[src/rtl/multi_operand_sum_pkg.sv]
// Shared types and constants for the multi-operand sum sequencer.
// Optional feature macro: MULTI_OPERAND_SUM_SAT_EN (saturating result).
package multi_operand_sum_pkg;

  typedef enum logic [1:0] {
    IDLE  = 2'd0,
    ACCUM = 2'd1,
    DONE  = 2'd2
  } state_t;

  localparam int DEF_WIDTH   = 8;
  localparam int DEF_NUM_OPS = 4;

  // Accumulator wide enough that the exact sum of num_ops operands never overflows.
  function automatic int acc_w(input int width, input int num_ops);
    return width + $clog2(num_ops);
  endfunction

  // Largest representable signed value at the given width.
  function automatic longint sum_max(input int width);
    return (longint'(1) << (width - 1)) - longint'(1);
  endfunction

  // Smallest representable signed value at the given width.
  function automatic longint sum_min(input int width);
    return -(longint'(1) << (width - 1));
  endfunction

endpackage

[src/rtl/sum_seq_alu.sv]
// Shared adder stage: acc + sign-extended operand, then narrowing of the
// result to WIDTH with overflow detection. When MULTI_OPERAND_SUM_SAT_EN is
// defined the narrowed value clamps to the signed limits on overflow.
module sum_seq_alu
  import multi_operand_sum_pkg::*;
#(
  parameter int WIDTH = DEF_WIDTH,
  parameter int ACC_W = acc_w(DEF_WIDTH, DEF_NUM_OPS)
) (
  input  logic [ACC_W-1:0] i_acc,
  input  logic [WIDTH-1:0] i_operand,
  output logic [ACC_W-1:0] o_sum,
  output logic [WIDTH-1:0] o_narrow,
  output logic             o_ovf
);

  logic [ACC_W-1:0]   w_ext;
  logic [ACC_W-WIDTH:0] w_hi;

  assign w_ext = {{(ACC_W-WIDTH){i_operand[WIDTH-1]}}, i_operand};
  assign o_sum = i_acc + w_ext;

  // The sum fits in WIDTH signed bits only if every bit above the WIDTH sign
  // bit equals it; any disagreement means the exact value is out of range.
  assign w_hi  = o_sum[ACC_W-1:WIDTH-1];
  assign o_ovf = !((&w_hi) || !(|w_hi));

`ifdef MULTI_OPERAND_SUM_SAT_EN
  localparam logic [WIDTH-1:0] SAT_MAX = WIDTH'(sum_max(WIDTH));
  localparam logic [WIDTH-1:0] SAT_MIN = WIDTH'(sum_min(WIDTH));

  // Clamp toward the side indicated by the accumulator sign.
  always_comb begin
    o_narrow = o_sum[WIDTH-1:0];
    if (o_ovf) begin
      o_narrow = o_sum[ACC_W-1] ? SAT_MIN : SAT_MAX;
    end
  end
`else
  assign o_narrow = o_sum[WIDTH-1:0];
`endif

endmodule

[src/rtl/multi_operand_sum_sequencer.sv]
// Time-multiplexed signed sum of NUM_OPS operands through one shared adder.
// Accepts an operand vector in IDLE, adds one operand per clock in ACCUM and
// presents the registered result in DONE until the consumer takes it.
// Optional feature macro: MULTI_OPERAND_SUM_SAT_EN (saturating out_sum).
module multi_operand_sum_sequencer
  import multi_operand_sum_pkg::*;
#(
  parameter int WIDTH   = DEF_WIDTH,
  parameter int NUM_OPS = DEF_NUM_OPS
) (
  input  logic                     clk,
  input  logic                     rst,
  input  logic                     in_valid,
  output logic                     in_ready,
  input  logic [NUM_OPS*WIDTH-1:0] in_ops,
  output logic                     out_valid,
  input  logic                     out_ready,
  output logic [WIDTH-1:0]         out_sum,
  output logic                     out_ovf,
  output logic                     busy
);

  localparam int ACC_W = acc_w(WIDTH, NUM_OPS);
  localparam int IDX_W = $clog2(NUM_OPS);

  state_t                   r_state;
  state_t                   w_state_next;
  logic [NUM_OPS*WIDTH-1:0] r_ops;
  logic [ACC_W-1:0]         r_acc;
  logic [IDX_W-1:0]         r_idx;
  logic [WIDTH-1:0]         r_out_sum;
  logic                     r_out_ovf;

  logic [WIDTH-1:0]         w_op_arr [NUM_OPS];
  logic [WIDTH-1:0]         w_op_sel;
  logic [ACC_W-1:0]         w_sum;
  logic [WIDTH-1:0]         w_narrow;
  logic                     w_ovf;
  logic                     w_last;

  // Unpack the captured operand vector; operand 0 sits in the low bits.
  for (genvar gi = 0; gi < NUM_OPS; gi++) begin : g_unpack
    assign w_op_arr[gi] = r_ops[gi*WIDTH +: WIDTH];
  end

  assign w_op_sel = w_op_arr[r_idx];
  assign w_last   = (r_idx == IDX_W'(NUM_OPS - 1));

  sum_seq_alu #(
    .WIDTH (WIDTH),
    .ACC_W (ACC_W)
  ) u_alu (
    .i_acc     (r_acc),
    .i_operand (w_op_sel),
    .o_sum     (w_sum),
    .o_narrow  (w_narrow),
    .o_ovf     (w_ovf)
  );

  // State register.
  always_ff @(posedge clk) begin
    if (rst) r_state <= IDLE;
    else     r_state <= w_state_next;
  end

  // Next-state logic; DONE always returns to IDLE before a new vector is taken.
  always_comb begin
    w_state_next = r_state;
    case (r_state)
      IDLE:    if (in_valid)  w_state_next = ACCUM;
      ACCUM:   if (w_last)    w_state_next = DONE;
      DONE:    if (out_ready) w_state_next = IDLE;
      default: w_state_next = IDLE;
    endcase
  end

  // Handshake and status outputs decoded from the state.
  always_comb begin
    in_ready  = 1'b0;
    out_valid = 1'b0;
    busy      = 1'b1;
    case (r_state)
      IDLE: begin
        in_ready = 1'b1;
        busy     = 1'b0;
      end
      DONE:    out_valid = 1'b1;
      default: ;
    endcase
  end

  // Datapath: operand capture, one accumulate per cycle, result latch on the
  // final add so out_sum/out_ovf stay stable for the whole DONE period.
  always_ff @(posedge clk) begin
    if (rst) begin
      r_ops     <= '0;
      r_acc     <= '0;
      r_idx     <= '0;
      r_out_sum <= '0;
      r_out_ovf <= 1'b0;
    end else begin
      case (r_state)
        IDLE: begin
          if (in_valid) begin
            r_ops <= in_ops;
            r_acc <= '0;
            r_idx <= '0;
          end
        end
        ACCUM: begin
          r_acc <= w_sum;
          if (w_last) begin
            r_idx     <= '0;
            r_out_sum <= w_narrow;
            r_out_ovf <= w_ovf;
          end else begin
            r_idx <= r_idx + IDX_W'(1);
          end
        end
        default: ;
      endcase
    end
  end

  assign out_sum = r_out_sum;
  assign out_ovf = r_out_ovf;

endmodule

[config.mk]
export PLATFORM = sky130hd
export DESIGN_NAME = multi_operand_sum_sequencer
export DESIGN_NICKNAME = d
export VERILOG_FILES = /design/src/rtl/multi_operand_sum_pkg.sv /design/src/rtl/sum_seq_alu.sv /design/src/rtl/multi_operand_sum_sequencer.sv
export SDC_FILE = /design/constraint.sdc
export NUM_CORES = 1
export LEC_CHECK = 0
export CORE_UTILIZATION = 25
export CTS_BUF_LIST = sky130_fd_sc_hd__clkbuf_4 sky130_fd_sc_hd__clkbuf_8 sky130_fd_sc_hd__clkbuf_16
export DETAILED_ROUTE_END_ITERATION = 12
export PLACE_DENSITY = 0.46
export SYNTH_ARGS = -nofsm -noshare
export SYNTH_HDL_FRONTEND = slang
export SYNTH_SLANG_ARGS = --single-unit
[constraint.sdc]
create_clock -name clk -period 5.9 [get_ports clk]
set_clock_uncertainty 0.05 [all_clocks]
set_input_delay 1.18 -clock clk [delete_from_list [all_inputs] [get_ports clk]]
set_output_delay 1.18 -clock clk [all_outputs]
set_load 0.005 [all_outputs]
==> qor.yml, run 1 <==
final_layout:
  most-common-layout-cells: "nand2_1 (93), a21oi_1 (58), dfxtp_1 (55)"
  n_antenna_cell: 0
  drive_above_1_share: 0.03611
  synthToLayoutAreaGrowth_pct: 24.49
  fin_util: 0.3199
  final_area_um2: 3288
  final_common_cell: "nand2_1"
  nNetsFinal: 406
synthesis:
  yosysSeqAreaShare: 0.4169
  yosysUniqueCellTypes: 36
  syn_avg_cell_area_um2: 8.152
  synth_cells: 324
  ys_seq_elements: 55
  syn_nets: 371
  yosys_warnings: 0
  syn_area_um2: 2641
setup_path:
  slowest_delay_ps: 660
  cp-start-kind: "register"
  critPathBufInv: 0
  endpoint_kind: "register"
  crit_type: "reg2reg"
  critPathTopFamily: "compound AO/OA/AOI/OAI gates"
  cp.required_ps: 6060
  arrival_ps: 3550
  cp_cell_sequence: "mux4_2, ha_1, nor4b_1, a2111oi_0, o311ai_0, or3_1, o211a_1"
  cp_max_fo: 11
  rrSetupSlack_ps: 2510
  timing.rr.start: "r_idx[0]"
  crit_start: "r_idx[0]"
  slowest_stage: "dfxtp_1"
routing:
  viasPerCell: 4.528
  drcViolationCount: 0
  drt-initial-drc-count: 57
  drt-wirelength-per-cell_um: 12.20
  drtAntennaViolNets: 0
  vias: 2246
  drt_first_pass_iters: 4
  routed_wirelength_um: 6050
clock_tree:
  clk_pin_slew_worst_paths_ps: 100
  clock-sinks: 55
  cts.path.max_buffers: 2
  cts_tree: "yes"
  cts.htree.levels: 2
  numCtsBuffers: 5
  cts_setup_buffers: 0
  cts_hold_buf: 0
  clkLatencyLatePin_ps: 300
  cts_resized: 0
  clockRootBuffer: "clkbuf_8"
timing:
  fin_crit_ps: 3390
  final_hold_viol_count: 0
  slew_headroom: 0.3163
  tightest_slew_ps: 1026
  slew_violations: 0
  setup_viol: 0
  min_period_over_period: 0.5747
  fmax_mhz: 294.9
  rsz0062_at_grt: "no"
  tns_ps: 0
  setup_ws_ps: 2510
global_route:
  grt_pass1_wl_um: 10590
  grt_use_total: 0.1178
  grt_pass1_vias: 2288
  grt_max_degree: 56
  overflow: 0
  antenna_found_initial: 0
place:
  place_area_um2: 3201
  place.port_buffers: 47
  hpwl_um: 4228
  gp_congestion: 0.7392
  pre_cts_ws_ps: 2513
die:
  rows: 37
  die_w_um: 104.8
  io_pins: 48
  die_area_um2: 10980
  start_util: 0.2570
  die_h_um: 104.8
  core_area_um2: 10280
pwr:
  p_leak_nw: 1.212
  ir_drop_uv: 97.98
  power.density_nw_per_um2: 222.6
min_path:
  min-delay-start: "out_sum[5]"
  hold_class: "reg2reg"
job:
  drv_cap: 0
outcome:
  outcome: "completed"
## report_power, final
group / internal, mW / switching, mW / leakage, nW / total [mW]
registers: 0.389 / 0.0118 / 0.449 / 0.401
clock network: 0.0840 / 0.126 / 0.0483 / 0.210
logic: 0.0578 / 0.0632 / 0.715 / 0.121
## worst register-to-register path, delay by kind of cell (launching register included)
| kind | cells | cell delay [ps] |
|---|---|---|
| AO/OA/AOI/OAI | 3 | 910 |
| adder cells (fa/ha/maj) | 1 | 420 |
| flip-flops | 1 | 660 |
| multiplexers | 1 | 640 |
| AND/OR/NAND/NOR | 2 | 610 |
## area by class of cell
cell class / count / area, um2
fill: 1152 / 6989
inverter: 5 / 18.77
clock buffer: 5 / 68.82
tap: 136 / 170.2
timing repair buffer: 48 / 473.0
multi-input combinational: 244 / 1438
clock inverter: 3 / 18.77
sequential: 55 / 1101
## state kept, by name, summed over array words and instances (netlist names)
name and flops:
out_ovf 1, out_sum 8, r_acc 10, r_idx 2, r_ops 32, r_state 2
## logic make-up after synthesis
logic type	Yosys count	synth area share
fa+ha+maj	11	0.05495
simple gates	143	0.2297
mux	8	0.07816
xor+xnor	5	0.01658
compound gates	77	0.1649
buf+inv	25	0.03884
flops	55	0.4169
## Yosys cell counts, drive strengths merged
| cell type | n | area share |
|---|---|---|
| mux4 | 8 | 0.078 |
| or2 | 1 | 0.0024 |
| a2111oi | 1 | 0.0033 |
| ha | 10 | 0.047 |
| nor3 | 1 | 0.0019 |
| o21ai | 4 | 0.0076 |
| inv | 5 | 0.0071 |
| dfxtp | 55 | 0.42 |
| o22a | 1 | 0.0033 |
| or3 | 5 | 0.012 |
| a221oi | 1 | 0.0057 |
| fa | 1 | 0.0076 |
| nand2 | 93 | 0.13 |
| nor4b | 1 | 0.0033 |
| o311ai | 1 | 0.0033 |
| a31oi | 2 | 0.0047 |
| o21a | 2 | 0.0057 |
| nand2b | 3 | 0.0071 |
| o2111ai | 1 | 0.0033 |
| and3 | 2 | 0.0047 |
| a211oi | 2 | 0.0057 |
| nand3 | 15 | 0.028 |
| and2 | 2 | 0.0047 |
| buf | 3 | 0.0076 |
| nor2 | 15 | 0.021 |
| o31a | 1 | 0.0033 |
| a21oi | 58 | 0.11 |
| nor2b | 5 | 0.012 |
| a21o | 1 | 0.0028 |
| clkbuf | 17 | 0.024 |
| xnor2 | 5 | 0.017 |
| o22ai | 1 | 0.0024 |
| o211a | 1 | 0.0038 |
## final timing paths
| path | endpoint | depth (start not counted) |
|---|---|---|
| worst min-delay path | out_sum[5] | 2 |
| worst min register to register | out_sum[5] | 2 |
| worst max register to register | out_ovf | 7 |
| worst max-delay path | out_ovf | 7 |
## per-layer routing
layer,global-route usage,wire (um),vias to the layer above
met3,0.02308,189,7
met1,0.1515,3099,1014
met5,0,0,-
li1,-,-,1186
met4,0.03219,96,0
met2,0.2001,2665,39
## per-stage QoR
stage	power [mW]	std cells	hold slack [ps]
floorplan	0.4868	324	381.5
global route	0.7753	496	434.7
finish	0.7319	496	409.1
CTS	0.7442	496	412.4
global placement	0.5300	488	389.1
detailed placement	0.5318	488	397.7
Note: power is estimated with default switching activity, not from simulation.
==> run 2, diff against run 1 <==
- clock period: 5.9 -> 3.47 ns (I/O delays scaled with it)
==> run 2 against run 1 <==
  * Count of clock-buffer cells in the layout is the same
  * Utilization grew 0.55 points
  * Non-clock buffer count grew 7
  * Final cell count grew 1.4%
  * Via count grew 3.4%
  * Sequential power grew 69%
  * Combinational power grew 84%
  * Setup slack lost 2200 ps
  * Sequential cell count is the same
  * Die area is the same
  * Register-to-register slack lost 2200 ps
  * Largest power group unchanged
  * Highest routed layer unchanged
==> qor.yml, run 2 (synthesis results as in run 1) <==
setup_path:
  cp.required_ps: 3650  # -2410 ps
  slowest_stage: "mux4_2"
  cp-start-kind: "register"
  cp_max_fo: 11  # unchanged
  rrSetupSlack_ps: 340  # -2170 ps
  critPathBufInv: 0  # unchanged
  endpoint_kind: "register"
  rr_worst_depth: 7  # unchanged
  arrival_ps: 3310  # -240 ps
  crit_start: "r_idx[0]"
  slowest_delay_ps: 610  # -50 ps
  r2r-end: "out_ovf"
  cp_cell_sequence: "mux4_2, ha_1, nor4b_1, a2111oi_0, o311ai_0, or3_1, o211a_1"
  cp.depth: 7  # unchanged
  crit_end: "out_ovf"
  critPathTopFamily: "compound AO/OA/AOI/OAI gates"
  timing.rr.start: "r_idx[0]"
  crit_type: "reg2reg"
final_layout:
  synthToLayoutAreaGrowth_pct: 26.62
  most-common-layout-cells: "nand2_1 (93), a21oi_1 (58), dfxtp_1 (55)"
  top_register: "r_ops"
  nNetsFinal: 413  # +1.7%
  stdcell_count: 503  # +1.4%
  n_antenna_cell: 0  # unchanged
  final_common_cell: "nand2_1"
  drive_above_1_share: 0.05450  # +0.01838
  fin_util: 0.3254  # +0.005478
  final_area_um2: 3344  # +1.7%
  largest_reg_flops: 32  # unchanged
place:
  pre_cts_ws_ps: 370.1  # -2142 ps
  hpwl_um: 4449  # +5.2%
  place.port_buffers: 47  # unchanged
  gp_congestion: 0.8509  # +15%
  place_area_um2: 3253  # +1.6%
  dp.cells: 495  # +1.4%
timing:
  min_period_over_period: 0.9021  # +0.3275
  rsz0062_at_grt: "no"
  slew_violations: 0  # unchanged
  setup_ws_ps: 339.6  # -2170 ps
  fmax_mhz: 319.4  # +8.3%
  tightest_slew_ps: 998.2  # -27.32 ps
  fin_crit_ps: 3130  # -260.0 ps
  final_hold_viol_count: 0  # unchanged
  setup_viol: 0  # unchanged
  holdWs_ps: 407.2  # -1.915 ps
  slew_headroom: 0.3329  # +0.01660
  tns_ps: 0  # unchanged
die:
  die_h_um: 104.8  # unchanged
  rows: 37  # unchanged
  die_w_um: 104.8  # unchanged
  die_area_um2: 10980  # unchanged
  io_pins: 48  # unchanged
  start_util: 0.2570  # unchanged
  core_area_um2: 10280  # unchanged
routing:
  drt_first_pass_iters: 4  # unchanged
  routed_wirelength_um: 6304  # +4.2%
  drt-initial-drc-count: 66  # +16%
  vias: 2322  # +3.4%
  drt-wirelength-per-cell_um: 12.53  # +2.7%
  drtAntennaViolNets: 0  # unchanged
  drcViolationCount: 0  # unchanged
  viasPerCell: 4.616  # +1.9%
global_route:
  overflow: 0  # unchanged
  grt_use_total: 0.1197  # +0.001899
  grt_pass1_wl_um: 10760  # +1.6%
  top_usage_layer: "met2"
  antenna_found_initial: 0  # unchanged
  use_met3: 0.02745  # +0.004367
  grt_use_met2: 0.1921  # -0.008042
  grt_pass1_vias: 2261  # -1.2%
  grt_use_met1: 0.1611  # +0.009625
  grt_max_degree: 36  # -36%
pwr:
  report.power.total_mw: 1.277  # +75%
  power.density_nw_per_um2: 381.9  # +72%
  p_leak_nw: 1.248  # +2.9%
  ir_drop_uv: 136.2  # +39%
clock_tree:
  cts.path.max_buffers: 2  # unchanged
  cts_setup_buffers: 0  # unchanged
  numCtsBuffers: 5  # unchanged
  cts_hold_buf: 0  # unchanged
  clock-sinks: 55  # unchanged
  cts_resized: 0  # unchanged
  clockRootBuffer: "clkbuf_8"
  cts_tree: "yes"
  clkLatencyLatePin_ps: 320  # +20 ps
  cts.htree.levels: 2  # unchanged
  clk_pin_slew_worst_paths_ps: 120  # +20 ps
outcome:
  outcome: "completed"
job:
  drv_cap: 0  # unchanged
min_path:
  hold_class: "reg2reg"
-- run 2: layout make-up --
class,count,area [um2]
inverters,5,18.77
multi-input cells,244,1438
clock inverters,3,22.52
flip-flops and latches,55,1101
clock buffers,5,68.82
well taps,136,170.2
repair buffers,55,525.5
fillers,1123,6933
-- run 2: worst min-delay path by stage --
stage,startpoint,end,cells past startpoint
after global routing,r_ops[27],r_ops[27],2
after global placement,r_ops[13],r_ops[13],2
after floorplan,r_ops[10],r_ops[10],2
final,r_ops[13],r_ops[13],2
after detailed placement,r_ops[13],r_ops[13],2
after CTS,r_ops[13],r_ops[13],2
-- run 2: worst min-delay path: stages (launching register included) --
cell	delay [ps]
dfxtp_1	320
nand2_1	50
a21oi_1	50
-- run 2: report_power, final --
group,switching [mW],total [mW],internal (mW)
clock network,0.229,0.375,0.147
registers,0.0182,0.679,0.661
logic,0.115,0.223,0.108
-- run 2: per-layer routing --
metal / share of wire / wire length [um]
met5: 0 / 0
met4: 0.010 / 64
met3: 0.046 / 289
met2: 0.43 / 2734
met1: 0.51 / 3216
